File: config.mk
export PLATFORM = sky130hd
export DESIGN_NAME = instruction_fetch_unit
export DESIGN_NICKNAME = d
export VERILOG_FILES = /design/src/rtl/instruction_fetch_unit_pkg.sv /design/src/rtl/instruction_fetch_unit_ifid_pipeline_register.sv /design/src/rtl/instruction_fetch_unit.sv
export SDC_FILE = /design/constraint.sdc
export NUM_CORES = 1
export LEC_CHECK = 0
export CAP_MARGIN = 20
export CORE_MARGIN = 2
export CORE_UTILIZATION = 35
export CTS_CLUSTER_DIAMETER = 120
export CTS_CLUSTER_SIZE = 24
export DETAILED_ROUTE_END_ITERATION = 10
export SLEW_MARGIN = 20
export SYNTH_ARGS = -nofsm -noshare
export SYNTH_HDL_FRONTEND = slang
export SYNTH_SLANG_ARGS = --single-unit
File: constraint.sdc
create_clock -name CLK -period 5.3 [get_ports CLK]
set_input_delay 1.06 -clock CLK [delete_from_list [all_inputs] [get_ports CLK]]
set_output_delay 1.06 -clock CLK [all_outputs]
set_load 0.01 [all_outputs]
File: src/rtl/instruction_fetch_unit_pkg.sv
// Shared fetch-stage constants: bubble encoding, reset PC and fetch FSM state encodings.
package instruction_fetch_unit_pkg;

  localparam logic [31:0] NOP_INSTR_DEFAULT = 32'h0000_0013;
  localparam logic [31:0] RESET_PC_DEFAULT  = 32'h0000_0000;
  localparam logic [31:0] PC_STEP           = 32'h0000_0004;
  localparam logic [31:0] WORD_ALIGN_MASK   = 32'hFFFF_FFFC;

  typedef enum logic [1:0] {
    FETCH = 2'd0,
    HOLD  = 2'd1,
    DRAIN = 2'd2
  } fetch_state_e;

endpackage

File: src/rtl/instruction_fetch_unit_ifid_pipeline_register.sv
// IF/ID pipeline register: instruction, PC and valid bit with load, bubble and hold controls.
module ifid_pipeline_register
  import instruction_fetch_unit_pkg::*;
#(
  parameter logic [31:0] NOP_INSTR = NOP_INSTR_DEFAULT
) (
  input  logic        clk,
  input  logic        reset_n,
  input  logic        load,
  input  logic        bubble,
  input  logic [31:0] instr_in,
  input  logic [31:0] pc_in,
  output logic [31:0] instr_out,
  output logic [31:0] pc_out,
  output logic        valid_out
);

  logic [31:0] instr_q, instr_d;
  logic [31:0] pc_q, pc_d;
  logic        valid_q, valid_d;

  // Bubble beats load; with neither asserted the register holds.
  always_comb begin
    instr_d = instr_q;
    pc_d    = pc_q;
    valid_d = valid_q;
    if (bubble) begin
      instr_d = NOP_INSTR;
      valid_d = 1'b0;
    end else if (load) begin
      instr_d = instr_in;
      pc_d    = pc_in;
      valid_d = 1'b1;
    end else begin
      valid_d = valid_q;
    end
  end

  always_ff @(posedge clk) begin
    if (!reset_n) begin
      instr_q <= NOP_INSTR;
      pc_q    <= 32'h0000_0000;
      valid_q <= 1'b0;
    end else begin
      instr_q <= instr_d;
      pc_q    <= pc_d;
      valid_q <= valid_d;
    end
  end

  assign instr_out = instr_q;
  assign pc_out    = pc_q;
  assign valid_out = valid_q;

endmodule

File: src/rtl/instruction_fetch_unit.sv
// IF stage: PC, BUSYWAIT fetch handshake, stall hold buffer and redirect draining of in-flight accesses.
module instruction_fetch_unit
  import instruction_fetch_unit_pkg::*;
#(
  parameter logic [31:0] RESET_PC  = RESET_PC_DEFAULT,
  parameter logic [31:0] NOP_INSTR = NOP_INSTR_DEFAULT
) (
  input  logic        CLK,
  input  logic        RESET_N,
  output logic        IMEM_READ,
  output logic [31:0] IMEM_ADDRESS,
  input  logic [31:0] IMEM_READDATA,
  input  logic        IMEM_BUSYWAIT,
  input  logic        STALL,
  input  logic        BRANCH_TAKEN,
  input  logic [31:0] BRANCH_TARGET,
  output logic [31:0] IFID_INSTRUCTION,
  output logic [31:0] IFID_PC,
  output logic        IFID_VALID
);

  fetch_state_e state_q, state_d;
  logic [31:0]  pc_q, pc_d;
  logic [31:0]  hold_instr_q, hold_instr_d;
  logic [31:0]  hold_pc_q, hold_pc_d;
  logic [31:0]  pending_pc_q, pending_pc_d;

  logic         ifid_load;
  logic         ifid_bubble;
  logic [31:0]  ifid_instr_in;
  logic [31:0]  ifid_pc_in;
  logic [31:0]  target_aligned;

  assign target_aligned = BRANCH_TARGET & WORD_ALIGN_MASK;
  assign IMEM_READ      = RESET_N && (state_q != HOLD);
  assign IMEM_ADDRESS   = pc_q;

  // Next-state logic: redirect first, then per-state handling of busywait and stall.
  always_comb begin
    state_d       = state_q;
    pc_d          = pc_q;
    hold_instr_d  = hold_instr_q;
    hold_pc_d     = hold_pc_q;
    pending_pc_d  = pending_pc_q;
    ifid_load     = 1'b0;
    ifid_bubble   = 1'b0;
    ifid_instr_in = IMEM_READDATA;
    ifid_pc_in    = pc_q;

    if (BRANCH_TAKEN) begin
      ifid_bubble  = 1'b1;
      hold_instr_d = NOP_INSTR;
      hold_pc_d    = 32'h0000_0000;
      // A pending memory access must complete at the old address before jumping.
      if ((state_q != HOLD) && IMEM_BUSYWAIT) begin
        pending_pc_d = target_aligned;
        state_d      = DRAIN;
      end else begin
        pc_d    = target_aligned;
        state_d = FETCH;
      end
    end else begin
      case (state_q)
        FETCH: begin
          if (!IMEM_BUSYWAIT) begin
            pc_d = pc_q + PC_STEP;
            if (STALL) begin
              hold_instr_d = IMEM_READDATA;
              hold_pc_d    = pc_q;
              state_d      = HOLD;
            end else begin
              ifid_load = 1'b1;
            end
          end else if (!STALL) begin
            ifid_bubble = 1'b1;
          end else begin
            ifid_bubble = 1'b0;
          end
        end
        HOLD: begin
          if (!STALL) begin
            ifid_load     = 1'b1;
            ifid_instr_in = hold_instr_q;
            ifid_pc_in    = hold_pc_q;
            state_d       = FETCH;
          end else begin
            state_d = HOLD;
          end
        end
        DRAIN: begin
          if (!IMEM_BUSYWAIT) begin
            pc_d    = pending_pc_q;
            state_d = FETCH;
          end else begin
            state_d = DRAIN;
          end
          ifid_bubble = !STALL;
        end
        default: begin
          state_d = FETCH;
        end
      endcase
    end
  end

  always_ff @(posedge CLK) begin
    if (!RESET_N) begin
      state_q      <= FETCH;
      pc_q         <= RESET_PC;
      hold_instr_q <= NOP_INSTR;
      hold_pc_q    <= 32'h0000_0000;
      pending_pc_q <= 32'h0000_0000;
    end else begin
      state_q      <= state_d;
      pc_q         <= pc_d;
      hold_instr_q <= hold_instr_d;
      hold_pc_q    <= hold_pc_d;
      pending_pc_q <= pending_pc_d;
    end
  end

  ifid_pipeline_register #(
    .NOP_INSTR (NOP_INSTR)
  ) u_ifid (
    .clk       (CLK),
    .reset_n   (RESET_N),
    .load      (ifid_load),
    .bubble    (ifid_bubble),
    .instr_in  (ifid_instr_in),
    .pc_in     (ifid_pc_in),
    .instr_out (IFID_INSTRUCTION),
    .pc_out    (IFID_PC),
    .valid_out (IFID_VALID)
  );

endmodule

==> results of run 1 <==
-- tightest hold or removal path, delay by kind of cell (launching register included) --
kind / cells / cell delay [ns]
DFF: 1 / 0.31
and+or+nand+nor: 1 / 0.05
AOI/OAI and AO/OA: 1 / 0.05
-- metrics by stage --
stage          instances  util [%]
2_1_floorplan       1063         -
3_3_place_gp        1469      42.8
3_5_place_dp        1469      42.8
4_1_cts             1501      45.1
5_1_grt             1501      45.1
6_report            1501      45.1
-- placed cells by master (no fill, tap or decap), types with 5 or more instances in the layout --
cell             synthesis  layout
nand2b_1                11      10
inv_1                    7       7
o21ai_0                 36      36
a31oi_1                  5       5
dfxtp_1                191     191
a211o_1                  5       5
a211oi_1                69      69
o22ai_1                  5       5
o211ai_1                 5       5
nor3b_1                  5       5
clkdlybuf4s50_1          0     161
clkbuf_16                0      17
or3_1                    5       5
nor2b_1                  8       8
and3_1                  10       9
mux2i_1                 67      67
clkinv_4                 0       5
nand3_1                 16      15
nor2_1                  90      90
a21oi_1                122     122
nor3_1                  21      20
nand2_1                223     223
o21a_1                   6       6
buf_4                    5      13
-- cells by family after synthesis --
| logic type | synth area share (%) |
|---|---|
| buffers and inverters | 5.07 |
| AO/OA/AOI/OAI | 19.9 |
| XOR/XNOR | 0.614 |
| other | 0.0438 |
| multiplexers | 7.97 |
| adder cells (fa/ha/maj) | 0.263 |
| flip-flops | 44.7 |
| AND/OR/NAND/NOR | 21.5 |
-- layer usage --
metal	vias up	wire [um]
li1	3900	-
met1	3541	11800
met2	222	11000
met3	22	1170
met4	0	224
met5	-	0
-- sequential cells by signal (all words and copies together), names as in the netlist --
register / flops
hold_pc_q: 32
u_ifid.instr_out: 32
pending_pc_q: 30
IMEM_ADDRESS: 30
hold_instr_q: 32
u_ifid.valid_out: 1
state_q: 2
u_ifid.pc_out: 32
-- power groups by stage --
stage | sequential (mW) | combinational (mW) | clock, mW
after global routing | 1.56 | 0.452 | 1.31
after floorplan | 1.57 | 0.219 | 0
after global placement | 1.58 | 0.409 | 0
after CTS | 1.55 | 0.414 | 1.25
after detailed placement | 1.58 | 0.413 | 0
final | 1.55 | 0.411 | 1.21
-- layout make-up --
cell class	instances	area [um^2]
clock buffer	19	443
tap	324	405
inverter	8	30.0
multi-input combinational	769	4340
clock inverter	13	106
sequential	191	3820
fill	2345	13300
timing repair buffer	177	1750
-- worst max-delay path by stage --
stage            start        end  slack, ns  depth (start not counted)
3_3_place_gp   RESET_N  IMEM_READ       1.70                          4
4_1_cts        RESET_N  IMEM_READ       1.69                          4
6_report       RESET_N  IMEM_READ       1.70                          4
5_1_grt        RESET_N  IMEM_READ       1.66                          4
2_1_floorplan  RESET_N  IMEM_READ       2.51                          3
3_5_place_dp   RESET_N  IMEM_READ       1.71                          4
==> flow_summary.ini, run 1 <==
[synthesis]
yosys-top-cells-count = 223 x nand2_1, 191 x dfxtp_1, 122 x a21oi_1, 90 x nor2_1, 69 x a211oi_1
syn_area_mm2 = 0.00856
ys_top_cells_by_area = dfxtp_1 45%, nand2_1 9.8%, mux2i_1 7.8%
synth_top_cell_area_share_pct = 44.7
yosys_warnings = 0
async_flop_share_pct = 0
synthCells = 1062
ys_seq_area_share_pct = 44.7
avgSynthCellArea_um2 = 8.06
synth_flop_cell = dfxtp_1
ys_ff_latch = 191
ys_types = 58
yosys.area.top_type = dfxtp_1
yosysMostFrequentCell = nand2_1
synth_edf_count = 0

[clocking]
cts_setup_buffers = 0
post_cts_resized = 0
clockRootBuffer = clkbuf_16
cts_buffer_depth = 2
holdBufCountCts = 0
cts_tree = built
path_clk_slew_ns = 0.07
cts-buffers-inserted = 17
clock-sinks = 191
clock_latency_ns = 0.43
ctsHtreeMaxLevel = 4

[critical_path]
worst_ep_arrival_time_ns = 2.54
rr_worst_depth = 5
required_ns = 4.24
crit_chain = clkdlybuf4s50_1 -> buf_4 -> and2_1 -> clkdlybuf4s50_1
cp_slowest_cell = clkdlybuf4s50_1
start_kind = primary input
reg2reg_to = IMEM_ADDRESS[27]
crit_path_frequent_cell = clkdlybuf4s50_1
crit_fanout = 21
r2r-start = state_q[1]
cp.buffers_inverters = 3
end_kind = output pin
crit_family = buffers and inverters
path_class = primary input to output pin
max_stage_delay_ns = 0.54
r2r_slack_ns = 2.88

[timing]
rsz0062_at_grt = no
tns_ns = 0
fin_ws_ns = 1.70
max_slew.worst_pin.slew_ns = 1.02
maxSlewHeadroom_pct = 32.0
timing.hold.ws_ns = 0.454
setup_viol = 0
skew_ns = 0.0105
slew_violations = 0
fin_crit_sh_pct = 67.9
post-route-min-period_ns = 3.60
finalHoldViolCount = 0
fmax_mhz = 278

[power_and_ir_drop]
p_sw_share_pct = 27.4
vdd_ir_drop_max_v = 0.000187
p_int_mw = 2.30
clockPowerShare_pct = 38.2
p_leak_nw = 3.54
p_sw_uw = 871
combPwrFrac_pct = 13.0
power.density_mw_per_mm2 = 291
seq_power_share_pct = 48.9
total_power_mw = 3.17

[placement]
portBuffers = 162
dp_worst_setup_slack_ns = 1.71
post_dp_cell_area_mm2 = 0.0104
globalplace.congestion = 0.804
dpl.hpwl_mm = 15.4

[layout]
stdcell_area_mm2 = 0.0109
drive_gt1_share_pct = 5.44
diodes = 0
area_growth_pct = 27.4
num-nets-final = 1234

[global_routing]
grt_max_degree = 120
grt_use_total_pct = 18.5
grt.met3_usage_pct = 3.82
gr-total-overflow = 0
grt_busiest_layer = met2
grt_pass1_wl_mm = 38.0
gr-usage-met2_pct = 28.4
grt_util_met1_pct = 26.5
first_global_vias = 6828
antenna_found_initial = 0

[run_status]
outcome = complete, no violations

[floorplanning]
fp.dieW_um = 160
die_area_mm2 = 0.0257
die_h_um = 160
pin_count = 167
initial_utilization_pct = 35.4
rows = 57
core_region_area_mm2 = 0.0242

[worst_hold_path]
hold_path.class = flip-flop to flip-flop
min-delay-start = hold_pc_q[21]
min_path_cells = 2
min_to = hold_pc_q[21]

[detailed_routing]
drt_iter0_drc = 521
vias = 7685
drt-vias-per-instance = 5.12
route.detailed.drc = 0
wire_per_inst_um = 16.1
wl_mm = 24.1
postRouteAntennaNets = 0
first_pass_iters = 5

[flow_run]
maxCapViolations = 0
(Power assumes the default switching activity.)
==> run 2, diff against run 1 <==
==> constraint.sdc (replaced) <==
create_clock -name CLK -period 3 [get_ports CLK]
set_input_delay 0.6 -clock CLK [delete_from_list [all_inputs] [get_ports CLK]]
set_output_delay 0.6 -clock CLK [all_outputs]
set_load 0.01 [all_outputs]
==> run 2 against run 1 <==
Against the previous run: critical path depth decreased by 1; global-route usage increased by 0.13 points; die area stayed put; clock-buffer cell count grew 4; sequential share of layout area shrank 0.68 points; flip-flop and latch count unchanged; hold slack worse by 0.0016 ns; first-iteration DRC count grew 6.3%; critical path type is now flip-flop to output pin.
==> flow_summary.ini, run 2 (synthesis gave the netlist of run 1 again) <==
[placement]
portBuffers = 162
dp.cells = 1486
globalplace.congestion = 0.795
dp_worst_setup_slack_ns = 0.417
post_dp_cell_area_mm2 = 0.0106
dpl.hpwl_mm = 15.8

[timing]
rsz0062_at_grt = no
slew_violations = 0
skew_ns = 0.00920
fin_ws_ns = 0.288
setup_viol = 0
finalHoldViolCount = 0
max_slew.worst_pin.slew_ns = 0.510
post-route-min-period_ns = 2.71
fin_crit_sh_pct = 90.4
tns_ns = 0
maxSlewHeadroom_pct = 66.0
fmax_mhz = 369

[critical_path]
end_kind = output pin
start_kind = flip-flop
worst_ep_arrival_time_ns = 2.11
path_class = flip-flop to output pin
required_ns = 2.40
crit_fanout = 11

[layout]
area_growth_pct = 29.9
layout_commonest_cell = nand2_1
stdcell_area_mm2 = 0.0111
diodes = 0
stdcell_count = 1517
drive_gt1_share_pct = 6.54
nFillCells = 2379
num-nets-final = 1251
mostFrequentLayoutCells = 223 x nand2_1, 191 x dfxtp_1, 161 x clkdlybuf4s50_1, 122 x a21oi_1, 90 x nor2_1

[detailed_routing]
postRouteAntennaNets = 0
vias = 7758
first_pass_iters = 5
drt_iter0_drc = 554
wl_mm = 24.3
wire_per_inst_um = 16.0
drt-vias-per-instance = 5.11
route.detailed.drc = 0

[worst_hold_path]
hold_path.class = flip-flop to flip-flop

[floorplanning]
die_h_um = 160
core_region_area_mm2 = 0.0242
die_area_mm2 = 0.0257
pin_count = 167
fp.dieW_um = 160
rows = 57
initial_utilization_pct = 35.4

[power_and_ir_drop]
power.density_mw_per_mm2 = 512
p_leak_nw = 3.64
p_sw_mw = 1.49
p_int_mw = 4.20
p_sw_share_pct = 26.2
combPwrFrac_pct = 13.7
clockPowerShare_pct = 38.5
seq_power_share_pct = 47.8
vdd_ir_drop_max_v = 0.000316

[clocking]
cts-buffers-inserted = 17
cts_tree = built
clock_latency_ns = 0.43
path_clk_slew_ns = 0.07
cts_setup_buffers = 0
clockRootBuffer = clkbuf_16
post_cts_resized = 0
ctsHtreeMaxLevel = 4
holdBufCountCts = 0
clock-sinks = 191
cts_buffer_depth = 2

[global_routing]
antenna_found_initial = 0
first_global_vias = 6981
grt_max_degree = 120
grt_use_total_pct = 18.7
grt_pass1_wl_mm = 38.6
gr-total-overflow = 0

[flow_run]
maxCapViolations = 0

[run_status]
outcome = complete, no violations
run 2: cell count changes in the layout (fill, tap and decap cells not counted), sizes merged:
cell / change
clkinv: -6
clkinvlp: +3
buf: +17
inv: -3
bufinv: +1
clkbuf: +4
run 2: power by group through the flow:
stage                     combinational, mW  sequential, mW  clock (mW)
after floorplan                       0.387            2.78           0
after global placement                0.772            2.78           0
after detailed placement              0.779            2.78           0
after CTS                             0.782            2.72        2.26
after global routing                  0.857            2.73        2.35
final                                 0.778            2.72        2.19
run 2: final timing paths:
kind	slack (ns)	depth (start not counted)	startpoint	to
worst min-delay path	0.45	2	pending_pc_q[15]	pending_pc_q[15]
worst min register to register	0.45	2	pending_pc_q[15]	pending_pc_q[15]
worst max-delay path	0.29	3	state_q[1]	IMEM_READ
worst max register to register	0.75	5	IMEM_ADDRESS[8]	IMEM_ADDRESS[30]
run 2: stage by stage:
step	total power, mW	hold slack [ns]	util, %
detailed placement	3.56	0.442	43.7
floorplan	3.16	0.431	-
CTS	5.77	0.452	46.0
global route	5.94	0.465	46.0
finish	5.69	0.452	46.0
global placement	3.55	0.437	43.7
run 2: final cells by class:
cell class | instances | area, um^2 | share of cell area, %
multi-input cells | 769 | 4340 | 39.0
flip-flops and latches | 191 | 3820 | 34.4
repair buffers | 194 | 1960 | 17.6
clock buffers | 23 | 478 | 4.30
well taps | 324 | 405 | 3.65
clock inverters | 8 | 82.6 | 0.743
inverters | 8 | 30.0 | 0.270
run 2: worst max-delay path, cell delays in order (launching register included):
cell	delay, ns
dfxtp_1	0.53
nand2b_1	0.34
and2_1	0.25
clkdlybuf4s50_1	0.57
run 2: metal layers:
metal,track usage (%),vias up,part of all wire (%)
met4,5.28,0,1.7
met2,28.8,201,44
met5,0,-,0
li1,-,3932,-
met3,3.20,25,4.2
met1,26.8,3600,50
